$ cat config.mk
export PLATFORM = sky130hd
export DESIGN_NAME = wb_slave_mem_if
export DESIGN_NICKNAME = d
export VERILOG_FILES = /design/src/rtl/wb_slave_mem_if.sv
export SDC_FILE = /design/constraint.sdc
export NUM_CORES = 1
export LEC_CHECK = 0
export CAP_MARGIN = 25
export CORE_ASPECT_RATIO = 0.5
export CORE_MARGIN = 1.5
export CORE_UTILIZATION = 43
export DETAILED_ROUTE_END_ITERATION = 8
export GPL_ROUTABILITY_DRIVEN = 0
export GPL_TIMING_DRIVEN = 1
export PLACE_DENSITY_LB_ADDON = 0.25
export SKIP_LAST_GASP = 1
export SYNTH_ARGS = -nofsm -noshare
export SYNTH_HDL_FRONTEND = slang
export SYNTH_SLANG_ARGS = --single-unit
$ cat constraint.sdc
create_clock -name clk -period 6.9 [get_ports clk]
set_input_delay 1.38 -clock clk [delete_from_list [all_inputs] [get_ports clk]]
set_output_delay 1.38 -clock clk [all_outputs]
set_load 0.01 [all_outputs]
$ cat src/rtl/wb_slave_mem_if.sv
// wb_slave_mem_if: Wishbone B4 classic slave front-end that opens a fixed access window on the memory controller.
// Optional out-of-range error response is enabled by defining WB_SLAVE_ERR_EN.
module wb_slave_mem_if #(
  parameter int AW          = 32,
  parameter int DW          = 32,
  parameter int MEM_LATENCY = 2
`ifdef WB_SLAVE_ERR_EN
  ,parameter logic [AW-1:0] ADDR_LIMIT = 'h0000_4000
`endif
) (
  input  logic            clk,
  input  logic            reset,
  input  logic            wb_cyc_i,
  input  logic            wb_stb_i,
  input  logic            wb_we_i,
  input  logic [AW-1:0]   wb_adr_i,
  input  logic [DW-1:0]   wb_dat_i,
  input  logic [DW/8-1:0] wb_sel_i,
  output logic [DW-1:0]   wb_dat_o,
  output logic            wb_ack_o,
  output logic            ctrl_ack,
  output logic            read_en_to_ctrl,
  output logic            write_en_to_ctrl,
  output logic [AW-1:0]   mem_addr,
  output logic [DW-1:0]   mem_wdata,
  output logic [DW/8-1:0] mem_be,
  input  logic [DW-1:0]   mem_rdata
`ifdef WB_SLAVE_ERR_EN
  ,output logic           wb_err_o
`endif
);
  localparam int CW = MEM_LATENCY > 1 ? $clog2(MEM_LATENCY) : 1;
  typedef enum logic [1:0] {IDLE, ACCESS, RESP} state_t;
  state_t          state_q, state_d;
  logic [CW-1:0]   cnt_q, cnt_d;
  logic            we_q, we_d;
  logic [AW-1:0]   adr_q, adr_d;
  logic [DW-1:0]   wdat_q, wdat_d, rdat_q, rdat_d;
  logic [DW/8-1:0] sel_q, sel_d;
  logic            ack_q, ack_d, ctrl_q, ctrl_d, ren_q, ren_d, wen_q, wen_d;
  logic            req, bad;
  assign req = wb_cyc_i & wb_stb_i;
`ifdef WB_SLAVE_ERR_EN
  logic err_q, err_d;
  assign bad      = wb_adr_i >= ADDR_LIMIT;
  assign err_d    = (state_d == RESP) && (state_q == IDLE);
  assign wb_err_o = err_q;
`else
  assign bad = 1'b0;
`endif
  // Outputs are registered from the next state so they line up with the state they describe.
  always_comb begin
    state_d = state_q;
    cnt_d   = cnt_q;
    we_d    = we_q;
    adr_d   = adr_q;
    wdat_d  = wdat_q;
    sel_d   = sel_q;
    rdat_d  = rdat_q;
    case (state_q)
      IDLE: if (req) begin
        if (bad) state_d = RESP;
        else begin
          state_d = ACCESS;
          cnt_d   = CW'(MEM_LATENCY - 1);
          we_d    = wb_we_i;
          adr_d   = wb_adr_i;
          wdat_d  = wb_dat_i;
          sel_d   = wb_sel_i;
        end
      end
      ACCESS: if (!wb_cyc_i) state_d = IDLE;
        else if (cnt_q == '0) begin
          state_d = RESP;
          rdat_d  = we_q ? rdat_q : mem_rdata;
        end else cnt_d = cnt_q - 1'b1;
      default: state_d = IDLE;
    endcase
    ctrl_d = state_d == ACCESS;
    ren_d  = ctrl_d & ~we_d;
    wen_d  = ctrl_d & we_d;
    ack_d  = (state_d == RESP) && (state_q == ACCESS);
  end
  always_ff @(posedge clk or posedge reset)
    if (reset) begin
      state_q <= IDLE;
      cnt_q   <= '0;
      we_q    <= 1'b0;
      adr_q   <= '0;
      wdat_q  <= '0;
      sel_q   <= '0;
      rdat_q  <= '0;
      ack_q   <= 1'b0;
      ctrl_q  <= 1'b0;
      ren_q   <= 1'b0;
      wen_q   <= 1'b0;
`ifdef WB_SLAVE_ERR_EN
      err_q   <= 1'b0;
`endif
    end else begin
      state_q <= state_d;
      cnt_q   <= cnt_d;
      we_q    <= we_d;
      adr_q   <= adr_d;
      wdat_q  <= wdat_d;
      sel_q   <= sel_d;
      rdat_q  <= rdat_d;
      ack_q   <= ack_d;
      ctrl_q  <= ctrl_d;
      ren_q   <= ren_d;
      wen_q   <= wen_d;
`ifdef WB_SLAVE_ERR_EN
      err_q   <= err_d;
`endif
    end
  assign wb_dat_o         = rdat_q;
  assign wb_ack_o         = ack_q;
  assign ctrl_ack         = ctrl_q;
  assign read_en_to_ctrl  = ren_q;
  assign write_en_to_ctrl = wen_q;
  assign mem_addr         = adr_q;
  assign mem_wdata        = wdat_q;
  assign mem_be           = sel_q;
endmodule

* After elaboration in Yosys (flattened, before gate mapping)
Cells that the tools add are included.
** Operators by class
- Reduce and logical (&&, ||, !) cells :: 6
- Equal/unequal tests :: 5
- Mux-type cells :: 10
- Bitwise operators :: 6
- Add/subtract/negate cells :: 1
** Operator list (count)
- $mux W2 :: 3
- $mux W1 :: 5
- $eq A2 B1 Y1 const B :: 2
- $ne A2 B2 Y1 const B :: 2
- $pmux W2 S2 :: 1
- $reduce_and A4 Y1 :: 1
- $and A1 B1 Y1 :: 3
- $not A1 Y1 :: 3
- $reduce_and A3 Y1 :: 1
- $eq A2 B2 Y1 const B :: 1
- $logic_not A2 Y1 :: 1
- $pmux W1 S2 :: 1
- $reduce_and A2 Y1 :: 1
- $reduce_bool A2 Y1 :: 1
- $logic_and A1 B1 Y1 :: 1
- $sub A1 B1 Y1 const B :: 1
** Storage, ports and cells
- Word-level logic and storage cells :: 39
- Flip-flop bits (word level) :: 108
- Bits of input ports :: 105
- Output and inout bits :: 104

* Logic depth before layout (Yosys ltp)
- Word-level depth :: 5
- Mapped depth :: 5

* Least setup slack after synthesis
Ideal clock, no wire load.
- Path type :: input to register
- Start point :: input port wb_stb_i
- End point :: register wdat_q[0], in the netlist mem_wdata[0]
- Path buffers :: 3
- Required time :: 6.775 ns
- Data arrival time :: 2.358 ns
- Library setup time :: 0.125 ns
- Stages on the path :: 5
- Setup slack :: 4.417 ns
- Path through :: nor4bb_1 > buf_2 > buf_8 > buf_12 > mux2_4
** On the way
- Cells in the longest elaborated chain, start to end :: 2
** Ends and longest elaborated chain
- start, declared :: RTL line 14 : input logic wb_stb_i,
- $and A1 B1 Y1 :: RTL line 42 : assign req = wb_cyc_i & wb_stb_i;
- $reduce_and A2 Y1 (no source line)
- end signal, assigned :: RTL line 105 : wdat_q <= wdat_d;
- end, declared :: RTL line 38 : logic [DW-1:0] wdat_q, wdat_d, rdat_q, rdat_d;
Every way passes these cells.
A chain may end at the register's enable or synchronous reset.

* Worst setup path in the final report
- Start point :: input port wb_stb_i
- End point :: register adr_q[21], in the netlist mem_addr[21]
** On the way
- Cells in the longest elaborated chain, start to end :: 2
** Ends and longest elaborated chain
- $and A1 B1 Y1 :: RTL line 42
- $reduce_and A2 Y1 (no source line)
- end signal, assigned :: RTL line 104 : adr_q <= adr_d;
- end, declared :: RTL line 37 : logic [AW-1:0] adr_q, adr_d;
Every way passes these cells.

==> impl_metrics.sql <==
INSERT INTO impl_metrics (metric_group, metric, value, unit) VALUES
('status', 'status', 'completed', ''),
('global_routing', 'global_route.usage.total', '18.40', '%'),
('routing', 'drc', '0', ''),
('critical_path', 'crit_required', '7.11', 'ns'),
('global_routing', 'met2_usage', '32.43', '%'),
('timing', 'grt_setup_unrepaired', 'false', ''),
('global_routing', 'wire_length_of_the_first_global_routing_pass', '14.54', 'mm'),
('clocking', 'clock_path_buffers', '2', ''),
('cells_and_area', 'leading_cell_type_in_the_layout_fill_and_taps_excluded', 'sky130_fd_sc_hd__clkdlybuf4s50_1', ''),
('floorplanning', 'initial_standard_cell_utilization_of_the_core', '44.67', '%'),
('power', 'p_leak', '0.002806', 'uW'),
('power', 'power_frac_comb', '36.5', '%'),
('power', 'power.density', '335.3', 'nW/um^2'),
('worst_hold_path', 'min_delay_path_depth', '1', ''),
('routing', 'route.vias.total', '2699', ''),
('timing', 'fin_ws', '3.264', 'ns'),
('timing', 'setup_viol', '0', ''),
('synthesis', 'synth_area', '4248', 'sq um'),
('global_routing', 'grt.met3_usage', '5.541', '%'),
('cells_and_area', 'layout.filler_cells', '666', ''),
('synthesis', 'syn-instance-count', '235', ''),
('routing', 'totalWireLength', '9.607', 'mm'),
('global_routing', 'number_of_global_route_vias_before_repair', '2886', ''),
('timing', 'finalClockSkew', '0.006198', 'ns'),
('routing', 'drt.antenna.violating_nets', '0', ''),
('timing', 'max_freq', '275.0', 'MHz'),
('floorplanning', 'design.portCount', '209', ''),
('clocking', 'holdBufCountCts', '0', ''),
('global_routing', 'global_route_hottest_layer', 'met2', ''),
('clocking', 'tritoncts.num_buffers', '9', ''),
('placed_design', 'worst_slack_at_placement', '2.978', 'ns'),
('cells_and_area', 'layout_common_cells', 'sky130_fd_sc_hd__clkdlybuf4s50_1, sky130_fd_sc_hd__dfrtp_1, sky130_fd_sc_hd__mux2_2, sky130_fd_sc_hd__mux2_4, sky130_fd_sc_hd__clkbuf_16', ''),
('cells_and_area', 'flow.area_growth_from_synthesis', '57.32', '%'),
('run', 'max_cap_violations', '0', ''),
('timing', 'timing_hold_violations_final', '0', ''),
('synthesis', 'synth_seq_area_share', '63.62', '%'),
('floorplanning', 'design.die.area', '10520', 'sq um'),
('cells_and_area', 'num-nets-final', '550', ''),
('synthesis', 'synth.ff_latch_count', '108', ''),
('cells_and_area', 'final_core_util', '70.28', '%'),
('clocking', 'clock-root-buffer', 'sky130_fd_sc_hd__clkbuf_16', ''),
('floorplanning', 'number_of_placement_rows', '25', ''),
('critical_path', 'timing.critical_path.fanout_max', '59', ''),
('synthesis', 'yosys_warnings', '0', ''),
('placed_design', 'buffer_ports.inserted', '208', ''),
('clocking', 'cts.reportedPaths.clkPinSlew', '0.06', 'ns'),
('timing', 'min_period_over_period', '52.70', '%'),
('critical_path', 'worst-r2r-cell-count', '3', ''),
('critical_path', 'worstSetupPathType', 'in -> reg', ''),
('clocking', 'htree_num_levels', '3', ''),
('cells_and_area', 'antenna_cells', '0', ''),
('critical_path', 'startpoint_type', 'input port', ''),
('global_routing', 'grt_start_max_net_pins', '60', ''),
('routing', 'drt_wl_cell', '16.51', 'microns'),
('power', 'seq_power_share', '41.6', '%'),
('worst_hold_path', 'hold_path_class', 'reg -> reg', ''),
('global_routing', 'antenna_violations_before_repair', '0', ''),
('cells_and_area', 'drive_gt1_share', '26.85', '%'),
('cells_and_area', 'multi_input_area', '1404', 'sq um'),
('clocking', 'post_cts.repair.setup_buffers', '0', ''),
('timing', 'timing.final.max_slew_violations', '0', ''),
('clocking', 'clock_tree_from_tritoncts', 'done', ''),
('power', 'net-switching-power', '576.7', 'uW'),
('floorplanning', 'die_width', '143.6', 'microns'),
('power', 'net_switching_fraction_of_the_power', '25.74', '%'),
('global_routing', 'grt_use_met1', '21.62', '%'),
('floorplanning', 'floorplan.die.height', '73.28', 'microns'),
('critical_path', 'critical_path.endpoint_type', 'register', ''),
('clocking', 'post_cts_resize_count', '0', ''),
('global_routing', 'globalRouteOverflowTotal', '0', ''),
('routing', 'drt_first_iter_violations', '81', '');
[critical path, cell delays in order]
cell and delay (ns):
sky130_fd_sc_hd__clkdlybuf4s50_1 0.54, sky130_fd_sc_hd__nor4bb_4 0.71, sky130_fd_sc_hd__buf_4 0.73, sky130_fd_sc_hd__mux2_2 0.42
[metrics by stage]
stage / cells / instance area [sq um] / hold WS, ns / power, uW
final: 582 / 6683 / 0.5029 / 2241
after global routing: 582 / 6683 / 0.5127 / 2352
after CTS: 582 / 6683 / 0.5093 / 2272
after detailed placement: 569 / 6402 / 0.4946 / 1767
after global placement: 568 / 6382 / 0.4889 / 1736
after floorplan: 235 / 4248 / 0.4880 / 1274
[cell usage after synthesis]
master	number	share of area [%]
sky130_fd_sc_hd__a21oi_1	2	0.24
sky130_fd_sc_hd__mux2_4	40	14
sky130_fd_sc_hd__buf_8	1	0.35
sky130_fd_sc_hd__and4bb_1	1	0.29
sky130_fd_sc_hd__nor4bb_1	1	0.24
sky130_fd_sc_hd__dfrtp_1	108	64
sky130_fd_sc_hd__mux2_2	60	16
sky130_fd_sc_hd__buf_4	5	0.88
sky130_fd_sc_hd__mux2i_1	2	0.47
sky130_fd_sc_hd__buf_2	1	0.12
sky130_fd_sc_hd__nor2b_4	1	0.32
sky130_fd_sc_hd__buf_12	4	1.9
sky130_fd_sc_hd__nor2b_1	3	0.44
sky130_fd_sc_hd__and2b_2	1	0.21
sky130_fd_sc_hd__and4bb_2	1	0.29
sky130_fd_sc_hd__inv_1	2	0.18
sky130_fd_sc_hd__and2_1	1	0.15
sky130_fd_sc_hd__buf_6	1	0.27
[worst paths after layout]
kind / slack [ns] / startpoint / endpoint
worst min register to register: 0.50 / mem_wdata[27] / mem_wdata[27]
worst max register to register: 4.43 / state_q[0] / mem_addr[21]
worst min-delay path: 0.50 / mem_wdata[27] / mem_wdata[27]
worst max-delay path: 3.26 / wb_stb_i / mem_addr[21]
min in group asynchronous: 1.48 / reset / mem_wdata[4]
max in group asynchronous: 4.24 / reset / wb_dat_o[29]
[sequential cells by signal (all words and copies together), names as in the netlist]
register          cells
write_en_to_ctrl      1
ctrl_ack              1
wb_ack_o              1
mem_wdata            32
wb_dat_o             32
mem_be                4
read_en_to_ctrl       1
state_q               2
we_q                  1
mem_addr             32
cnt_q                 1
[power by group through the flow]
stage | clock [uW] | combinational, uW | sequential, uW
after floorplan | 0 | 259 | 1020
after global placement | 0 | 806 | 930
after detailed placement | 0 | 827 | 940
after CTS | 509 | 829 | 934
after global routing | 536 | 863 | 953
final | 492 | 818 | 931
[cell type report]
| class | count | share of cell area [%] |
|---|---|---|
| clock inverters | 2 | 0.5617 |
| repair buffers | 211 | 31.68 |
| inverters | 2 | 0.1498 |
| well taps | 135 | 2.528 |
| clock buffers | 11 | 3.632 |
| multi-input cells | 113 | 21.01 |
| flip-flops and latches | 108 | 40.44 |
[cell families (layout without fill, tap and decap cells)]
kind of cell           after synthesis  count (layout)  synth area share, %
and+or+nand+nor                      9               9                1.944
buffers and inverters               14             226                3.682
AOI/OAI and AO/OA                    2               2               0.2357
DFF                                108             108                63.62
muxes                              102             102                30.52
[per-layer routing]
metal	share of wire, %	routed length (microns)
met1	40	3867
met2	52	4994
met3	6.0	577
met4	1.7	167
met5	0	0
Note: power is estimated with default switching activity, not from simulation.
